### src/rtl/mt_func_ctrl.sv
// mt_func_ctrl: MT function controller.
// Validates GO writes to the control register, sequences motion functions to
// the transport and produces the registered one-cycle error set strobes,
// start strobe, busy and attention status.
// Optional macro MT_TIMEOUT_EN: when defined, a RUN watchdog flags operation
// incomplete after TIMEOUT cycles; when undefined, RUN waits for mtDONE forever.
module mt_func_ctrl #(
    parameter int TIMEOUT = 100000,
    parameter int CNTW    = 17
) (
    input  logic       clk,
    input  logic       rst,
    input  logic       mtINIT,
    input  logic       mtWRCS1,
    input  logic       mtGO,
    input  logic [4:0] mtFUN,
    input  logic       mtILLREG,
    input  logic       mtWRPROT,
    input  logic       mtDRVRDY,
    input  logic       mtWRL,
    input  logic       mtFCZ,
    input  logic       mtDONE,
    input  logic       mtCLRATA,
    output logic       mtSTART,
    output logic [4:0] mtFUNC,
    output logic       mtBUSY,
    output logic       mtATA,
    output logic       mtDRVCLR,
    output logic       mtSETOPI,
    output logic       mtSETNEF,
    output logic       mtSETFCE,
    output logic       mtSETRMR,
    output logic       mtSETILR,
    output logic       mtSETILF
);

    // The watchdog counter must be able to represent TIMEOUT-1.
    generate
        if ((longint'(1) << CNTW) <= longint'(TIMEOUT)) begin : gBadCntw
            $error("mt_func_ctrl: CNTW too narrow for TIMEOUT");
        end
    endgenerate

    typedef enum logic [1:0] {IDLE, RUN, FINISH} state_t;

    state_t     state, stateNext;
    logic [4:0] funcNext;
    logic       startNext, busyNext, ataSet, ataClr, drvClrNext;
    logic       opiNext, nefNext, fceNext, rmrNext, ilfNext;
    logic       goWr, clrAll, timeout;

    assign goWr   = mtWRCS1 & mtGO;
    assign clrAll = rst | mtINIT;

    function automatic logic isLegal(input logic [4:0] f);
        case (f)
            5'o00, 5'o01, 5'o03, 5'o04, 5'o10, 5'o12, 5'o13,
            5'o14, 5'o15, 5'o24, 5'o27, 5'o30, 5'o34, 5'o37: isLegal = 1'b1;
            default:                                         isLegal = 1'b0;
        endcase
    endfunction

    function automatic logic isImm(input logic [4:0] f);
        isImm = (f == 5'o00) || (f == 5'o04) || (f == 5'o10);
    endfunction

    function automatic logic isWrite(input logic [4:0] f);
        isWrite = (f == 5'o12) || (f == 5'o13) || (f == 5'o30);
    endfunction

`ifdef MT_TIMEOUT_EN
    logic [CNTW-1:0] timer;

    assign timeout = (state == RUN) && (timer == CNTW'(TIMEOUT - 1));

    // Watchdog: held at 0 outside RUN so every function starts from 0.
    always_ff @(posedge clk) begin
        if (clrAll || state != RUN) timer <= '0;
        else                        timer <= timer + 1'b1;
    end
`else
    assign timeout = 1'b0;
`endif

    // Next-state and next-output decode.
    always_comb begin
        stateNext  = state;
        funcNext   = mtFUNC;
        startNext  = 1'b0;
        busyNext   = mtBUSY;
        ataSet     = 1'b0;
        ataClr     = mtCLRATA;
        drvClrNext = 1'b0;
        opiNext    = 1'b0;
        nefNext    = 1'b0;
        fceNext    = 1'b0;
        rmrNext    = 1'b0;
        ilfNext    = 1'b0;
        case (state)
            IDLE: begin
                busyNext = 1'b0;
                if (goWr) begin
                    if (!isLegal(mtFUN)) begin
                        ilfNext = 1'b1;
                        ataSet  = 1'b1;
                    end else if ((!isImm(mtFUN) && !mtDRVRDY) ||
                                 (isWrite(mtFUN) && mtWRL)) begin
                        nefNext = 1'b1;
                        ataSet  = 1'b1;
                    end else if (isImm(mtFUN)) begin
                        // NOP and preset finish here; drive clear also drops attention.
                        if (mtFUN == 5'o04) begin
                            drvClrNext = 1'b1;
                            ataClr     = 1'b1;
                        end
                    end else begin
                        funcNext  = mtFUN;
                        startNext = 1'b1;
                        busyNext  = 1'b1;
                        stateNext = RUN;
                    end
                end
            end
            RUN: begin
                busyNext = 1'b1;
                if (goWr || mtWRPROT) rmrNext = 1'b1;
                // Completion beats a coincident watchdog expiry.
                if (mtDONE) begin
                    stateNext = FINISH;
                end else if (timeout) begin
                    opiNext   = 1'b1;
                    ataSet    = 1'b1;
                    busyNext  = 1'b0;
                    stateNext = IDLE;
                end
            end
            FINISH: begin
                if ((mtFUNC == 5'o14 || mtFUNC == 5'o15) && !mtFCZ) fceNext = 1'b1;
                ataSet    = 1'b1;
                busyNext  = 1'b0;
                stateNext = IDLE;
            end
            default: begin
                busyNext  = 1'b0;
                stateNext = IDLE;
            end
        endcase
    end

    // State and registered outputs; attention set wins over clear.
    always_ff @(posedge clk) begin
        if (clrAll) begin
            state    <= IDLE;
            mtFUNC   <= 5'd0;
            mtSTART  <= 1'b0;
            mtBUSY   <= 1'b0;
            mtATA    <= 1'b0;
            mtDRVCLR <= 1'b0;
            mtSETOPI <= 1'b0;
            mtSETNEF <= 1'b0;
            mtSETFCE <= 1'b0;
            mtSETRMR <= 1'b0;
            mtSETILR <= 1'b0;
            mtSETILF <= 1'b0;
        end else begin
            state    <= stateNext;
            mtFUNC   <= funcNext;
            mtSTART  <= startNext;
            mtBUSY   <= busyNext;
            mtATA    <= ataSet | (mtATA & ~ataClr);
            mtDRVCLR <= drvClrNext;
            mtSETOPI <= opiNext;
            mtSETNEF <= nefNext;
            mtSETFCE <= fceNext;
            mtSETRMR <= rmrNext;
            mtSETILR <= mtILLREG;
            mtSETILF <= ilfNext;
        end
    end

endmodule
### config.mk
export PLATFORM = sky130hd
export DESIGN_NAME = mt_func_ctrl
export DESIGN_NICKNAME = d
export VERILOG_FILES = /design/src/rtl/mt_func_ctrl.sv
export SDC_FILE = /design/constraint.sdc
export NUM_CORES = 1
export LEC_CHECK = 0
export BUFFER_PORTS_ARGS = -buffer_cell sky130_fd_sc_hd__buf_2
export CAP_MARGIN = 0
export CORE_ASPECT_RATIO = 0.6
export CORE_MARGIN = 4
export CORE_UTILIZATION = 30
export DETAILED_ROUTE_END_ITERATION = 8
export GPL_TIMING_DRIVEN = 0
export PLACE_DENSITY = 0.62
export SETUP_SLACK_MARGIN = 0.05
export SYNTH_ARGS = -nofsm -noshare
export SYNTH_HDL_FRONTEND = slang
export SYNTH_SLANG_ARGS = --single-unit
### constraint.sdc
create_clock -name clk -period 2.4 [get_ports clk]
set_input_delay 0.48 -clock clk [delete_from_list [all_inputs] [get_ports clk]]
set_output_delay 0.48 -clock clk [all_outputs]
set_load 0.005 [all_outputs]
After elaboration in Yosys (flattened, before gate mapping)
Memories as Yosys holds them, arrays and structs flattened.
Cells that the tools add are included.
- register bits: 16
- word-level logic and storage cells: 88
- output and inout bits: 15
- bits in read-only memories: 32
- memories kept: 1
- multiplexer cells: 27
- bitwise gates (word level): 12
- reduce and logical (&&, ||, !) cells: 23
- eq/ne operators: 14
- memories (memory ; depth ; bits a word ; rd ports ; clocked after Yosys merged registers in ; write ports ; RTL line ; source):
    (no name shown) ; 32 ; 1 ; 1 ; 0 ; 0 ; 56 ; case (f)
- operators with widths (operator ; number):
    == test 5 x 4 -> 1 bit, second input constant ; 5
    two-way mux 1 bit ; 19
    two-way mux 2 bit ; 5
    inequality test 2 bit, second input constant ; 5
    AND reduction 5 bit ; 2
    inverter 1 bit ; 8
    logical OR 1 bit ; 7
    OR reduction 2 bit ; 3
    OR reduction 6 bit ; 1
    == test 5 x 3 -> 1 bit, second input constant ; 1
    == test 5 bit, second input constant ; 1
    logical NOT 5 bit ; 1
    case mux 1 bit (2 select lines) ; 2
    case mux 2 bit (2 select lines) ; 1
    OR reduction 4 bit ; 1
    logical AND 1 bit ; 3
    logical NOT 1 bit ; 3
    OR reduction 3 bit ; 1
    bitwise AND 1 bit ; 2
    == test 2 x 1 -> 1 bit, second input constant ; 1
    == test 2 bit, second input constant ; 1
    logical NOT 2 bit ; 1
    bitwise OR 1 bit ; 2

Logic depth before layout (Yosys ltp)
- depth in word-level cells: 13
- depth in mapped cells: 7
- gate-level depth less buffers: 7

Worst setup path after synthesis
No wires, ideal clock.
- kind: input -> register
- start: input mtFUN[0]
- end: register mtFUNC[0]
- library setup time: 72 ps
- cell stages on the path: 6
- arrival: 1765 ps
- path buffers: 0
- slack: 563 ps
- path through: inv_1 ha_1 a221oi_2 o22ai_2 nor3_4 mux2i_1
- longest elaborated chain between the ends: 8
- elaborated cells between the ends (all ways): 20
- those cells by class: eq/ne (5); mux (2); bitwise (2); reduce/logical (10); memory (1)
- RTL lines (what ; RTL line ; source):
    start, declared ; 16 ; input logic [4:0] mtFUN,
    parallel branches: the longest is 8 deep, another holds memory read (32 x 1 bit) ; - ;
    end signal, assigned ; 167 ; mtFUNC <= funcNext;
    end, declared ; 25 ; output logic [4:0] mtFUNC,
Several ways; the timed one is not identified. The select of a mux whose other input is x is not followed.
A chain may end at the register's enable or synchronous reset.

Worst setup path in the final report
- start: input mtFUN[0]
- end: register mtFUNC[2]
- longest elaborated chain between the ends: 8
- elaborated cells between the ends (all ways): 20
- those cells by class: eq/ne (5); mux (2); bitwise (2); reduce/logical (10); memory (1)
- RTL lines (what):
    parallel branches: the longest is 7 deep, another holds memory read (32 x 1 bit)
    AND reduction 5 bit (no line) (*)
Mark *: on every way between the ends. The select of a mux whose other input is x is not followed.

==> results.tsv <==
metric	value	unit
clock_sinks	16	
clock_power_share	0.406	
report.final.hold_viol_count	0	
worst-r2r-cell-count	3	
crit_arrival	2.14	ns
leakagePower	0.476	nW
worstPathRequired	2.57	ns
layout-drive-gt1-share	0.359	
synth_top_cell_by_area	sky130_fd_sc_hd__dfxtp_1	
setup_slack	0.430	ns
hpwl_reported_at_the_end_of_detailed_placement	1.42	mm
first_pass_iters	4	
clockRootBuffer	sky130_fd_sc_hd__clkbuf_8	
setup_viol_count_final	0	
min-delay-path-class	input port to flop	
die_area	3560	µm²
post_drt_wl_per_cell	11.7	µm
cp-end-kind	flop	
yosysWarnings	0	
final_max_slew_viol_count	0	
min_path_cells	2	
syn_area	793	µm²
rrSetupSlack	0.90	ns
finish.net_count	139	
cts_repair_resize_count	0	
min_to	mtSETFCE	
port_buffers	30	
final_period_minus_worst_setup_slack	1.97	ns
synth_largest_type_area_fraction	0.404	
timing.fmax	508	MHz
p_comb_frac	0.123	
diodes	0	
synth.cells.most_frequent	sky130_fd_sc_hd__dfxtp_1 (16), sky130_fd_sc_hd__nand2_1 (13), sky130_fd_sc_hd__mux2i_1 (5), sky130_fd_sc_hd__nor2_1 (5)	
cts_setup_buffers	0	
die_y	47.8	µm
crit_path_max_fanout	7	
core	2520	µm²
area_delta_synth_final	30.9	%
io_pins	32	
tritoncts_clock_tree	built	
drt_iter0_markers	40	
clk-insertion-delay-late	0.24	ns
gp_congestion	0.783	
crit_type	input port to flop	
drcViolationCount	0	
ctsHoldBuffers	0	
fp-row-count	14	
postSynth.topFlopCell	sky130_fd_sc_hd__dfxtp_1	
final_antenna_net_count	0	
grt_setup_unrepaired	no	
worst_clock_skew	0.00422	ns
internal-power	0.000446	W
clockBufferDepth	2	
worst_setup_hold_path_clk_slew	0.06	ns
num_vias	693	
synthesis.area_per_instance	9.56	µm²
avgViaCountPerCell	4.65	
vias_in_the_first_global_route	647	
netlist_instances	83	
cts_buffers	3	
grt_start_max_net_pins	11	
r2r-end	mtFUNC[2]	
yosysMostFrequentCell	sky130_fd_sc_hd__dfxtp_1	
floorplan.initialDensity	0.314	
synth_edf_count	0	
overflow	0	
grt_use_total	0.113	
r2r_start	state[0]	
power_density	552	nW/µm²
place_ws	0.170	ns
outcome	completed	
route.final.wire_length	1.74	mm
cap_violations	0	
power.share.switching	0.222	
synth_top_cells_by_area	sky130_fd_sc_hd__dfxtp_1 (40%), sky130_fd_sc_hd__ha_1 (6.3%), sky130_fd_sc_hd__mux2i_1 (6.3%)	
ys_seq_elements	16	
finalSetupTns	0	ns
critPathLaunchType	input port	
clock_tree.htree_level_count	1	
fp.dieW	74.4	µm
p_switching	0.000128	W
synth_nets	104	
synth_sequential_area_ratio	0.404	
grt_first_pass_wirelength	2.97	mm
sequentialPowerShare	0.471	
vdd.ir_drop.worst	0.330	mV
post_synth_num_cell_types	35	
hp-start	mtFCZ	
async_flop_share	0	
antenna_found_initial	0	
timing.final.crit_share	0.821	
## state kept, by name (all words and copies together) (netlist names)
name      count
mtFUNC        5
mtSETILF      1
mtSETILR      1
mtSETFCE      1
mtBUSY        1
state         2
mtSETNEF      1
mtDRVCLR      1
mtSETRMR      1
mtATA         1
mtSTART       1
## critical path, cell delays in order
cell	delay, ns
sky130_fd_sc_hd__buf_2	0.15
sky130_fd_sc_hd__inv_1	0.09
sky130_fd_sc_hd__ha_1	0.32
sky130_fd_sc_hd__a221oi_2	0.29
sky130_fd_sc_hd__o22ai_2	0.15
sky130_fd_sc_hd__nor3_4	0.43
sky130_fd_sc_hd__mux2i_1	0.23
## cells by family after synthesis
kind of cell | after synthesis | synth area share
buffers and inverters | 6 | 0.0331
and+or+nand+nor | 39 | 0.306
muxes | 5 | 0.0631
other | 1 | 0.00473
adders and majority gates | 4 | 0.0631
AOI/OAI and AO/OA | 12 | 0.126
DFF | 16 | 0.404
## through the flow
stage / utilization / hold slack, ns / area, µm² / cells / power, W
2_1_floorplan: - / 0.443 / 793 / 83 / 0.000316
3_3_place_gp: 0.390 / 0.440 / 983 / 145 / 0.000345
3_5_place_dp: 0.390 / 0.448 / 983 / 145 / 0.000347
4_1_cts: 0.412 / 0.394 / 1040 / 149 / 0.000587
5_1_grt: 0.412 / 0.390 / 1040 / 149 / 0.000614
6_report: 0.412 / 0.405 / 1040 / 149 / 0.000574
## power groups by stage
stage               Clock, W  Sequential [W]  Combinational, W
detailed placement         0        0.000276         0.0000710
finish              0.000233        0.000270         0.0000708
global placement           0        0.000276         0.0000692
floorplan                  0        0.000276         0.0000394
CTS                 0.000246        0.000270         0.0000714
global route        0.000263        0.000270         0.0000804
## layout make-up
class | instances | area [µm²]
buffer | 2 | 11.3
inverter | 4 | 15.0
tap | 32 | 40.0
fill | 267 | 1480
timing repair buffer | 30 | 150
clock buffer | 4 | 55.1
sequential | 16 | 320
multi-input combinational | 61 | 447
## per-layer routing
layer / vias up / share of wire / track usage
li1: 359 / - / -
met1: 309 / 0.52 / 0.154
met2: 25 / 0.38 / 0.159
met3: 0 / 0.10 / 0.0524
met4: 0 / 0 / 0.0390
met5: - / 0 / 0
## how the worst max path moves through the flow
stage / start / end / slack (ns) / cells after the start
2_1_floorplan: mtFUN[0] / mtFUNC[0] / 0.56 / 6
3_3_place_gp: mtFUN[0] / mtFUNC[0] / 0.24 / 7
3_5_place_dp: mtFUN[0] / mtFUNC[2] / 0.17 / 7
4_1_cts: mtFUN[0] / mtFUNC[0] / 0.42 / 7
5_1_grt: mtFUN[0] / mtFUNC[2] / 0.27 / 7
6_report: mtFUN[0] / mtFUNC[2] / 0.43 / 7
## layout by cell type, fill, tap and decap left out, types with 2 or more instances in the layout
cell | synthesis | final
sky130_fd_sc_hd__a21oi_1 | 2 | 2
sky130_fd_sc_hd__buf_2 | 0 | 30
sky130_fd_sc_hd__clkbuf_8 | 0 | 4
sky130_fd_sc_hd__dfxtp_1 | 16 | 16
sky130_fd_sc_hd__ha_1 | 4 | 4
sky130_fd_sc_hd__inv_1 | 4 | 4
sky130_fd_sc_hd__mux2i_1 | 5 | 5
sky130_fd_sc_hd__nand2_1 | 13 | 13
sky130_fd_sc_hd__nand4b_1 | 2 | 2
sky130_fd_sc_hd__nor2_1 | 5 | 5
sky130_fd_sc_hd__nor2b_1 | 4 | 4
sky130_fd_sc_hd__o21a_1 | 2 | 2
sky130_fd_sc_hd__or3_1 | 2 | 2
(Power assumes the default switching activity.)
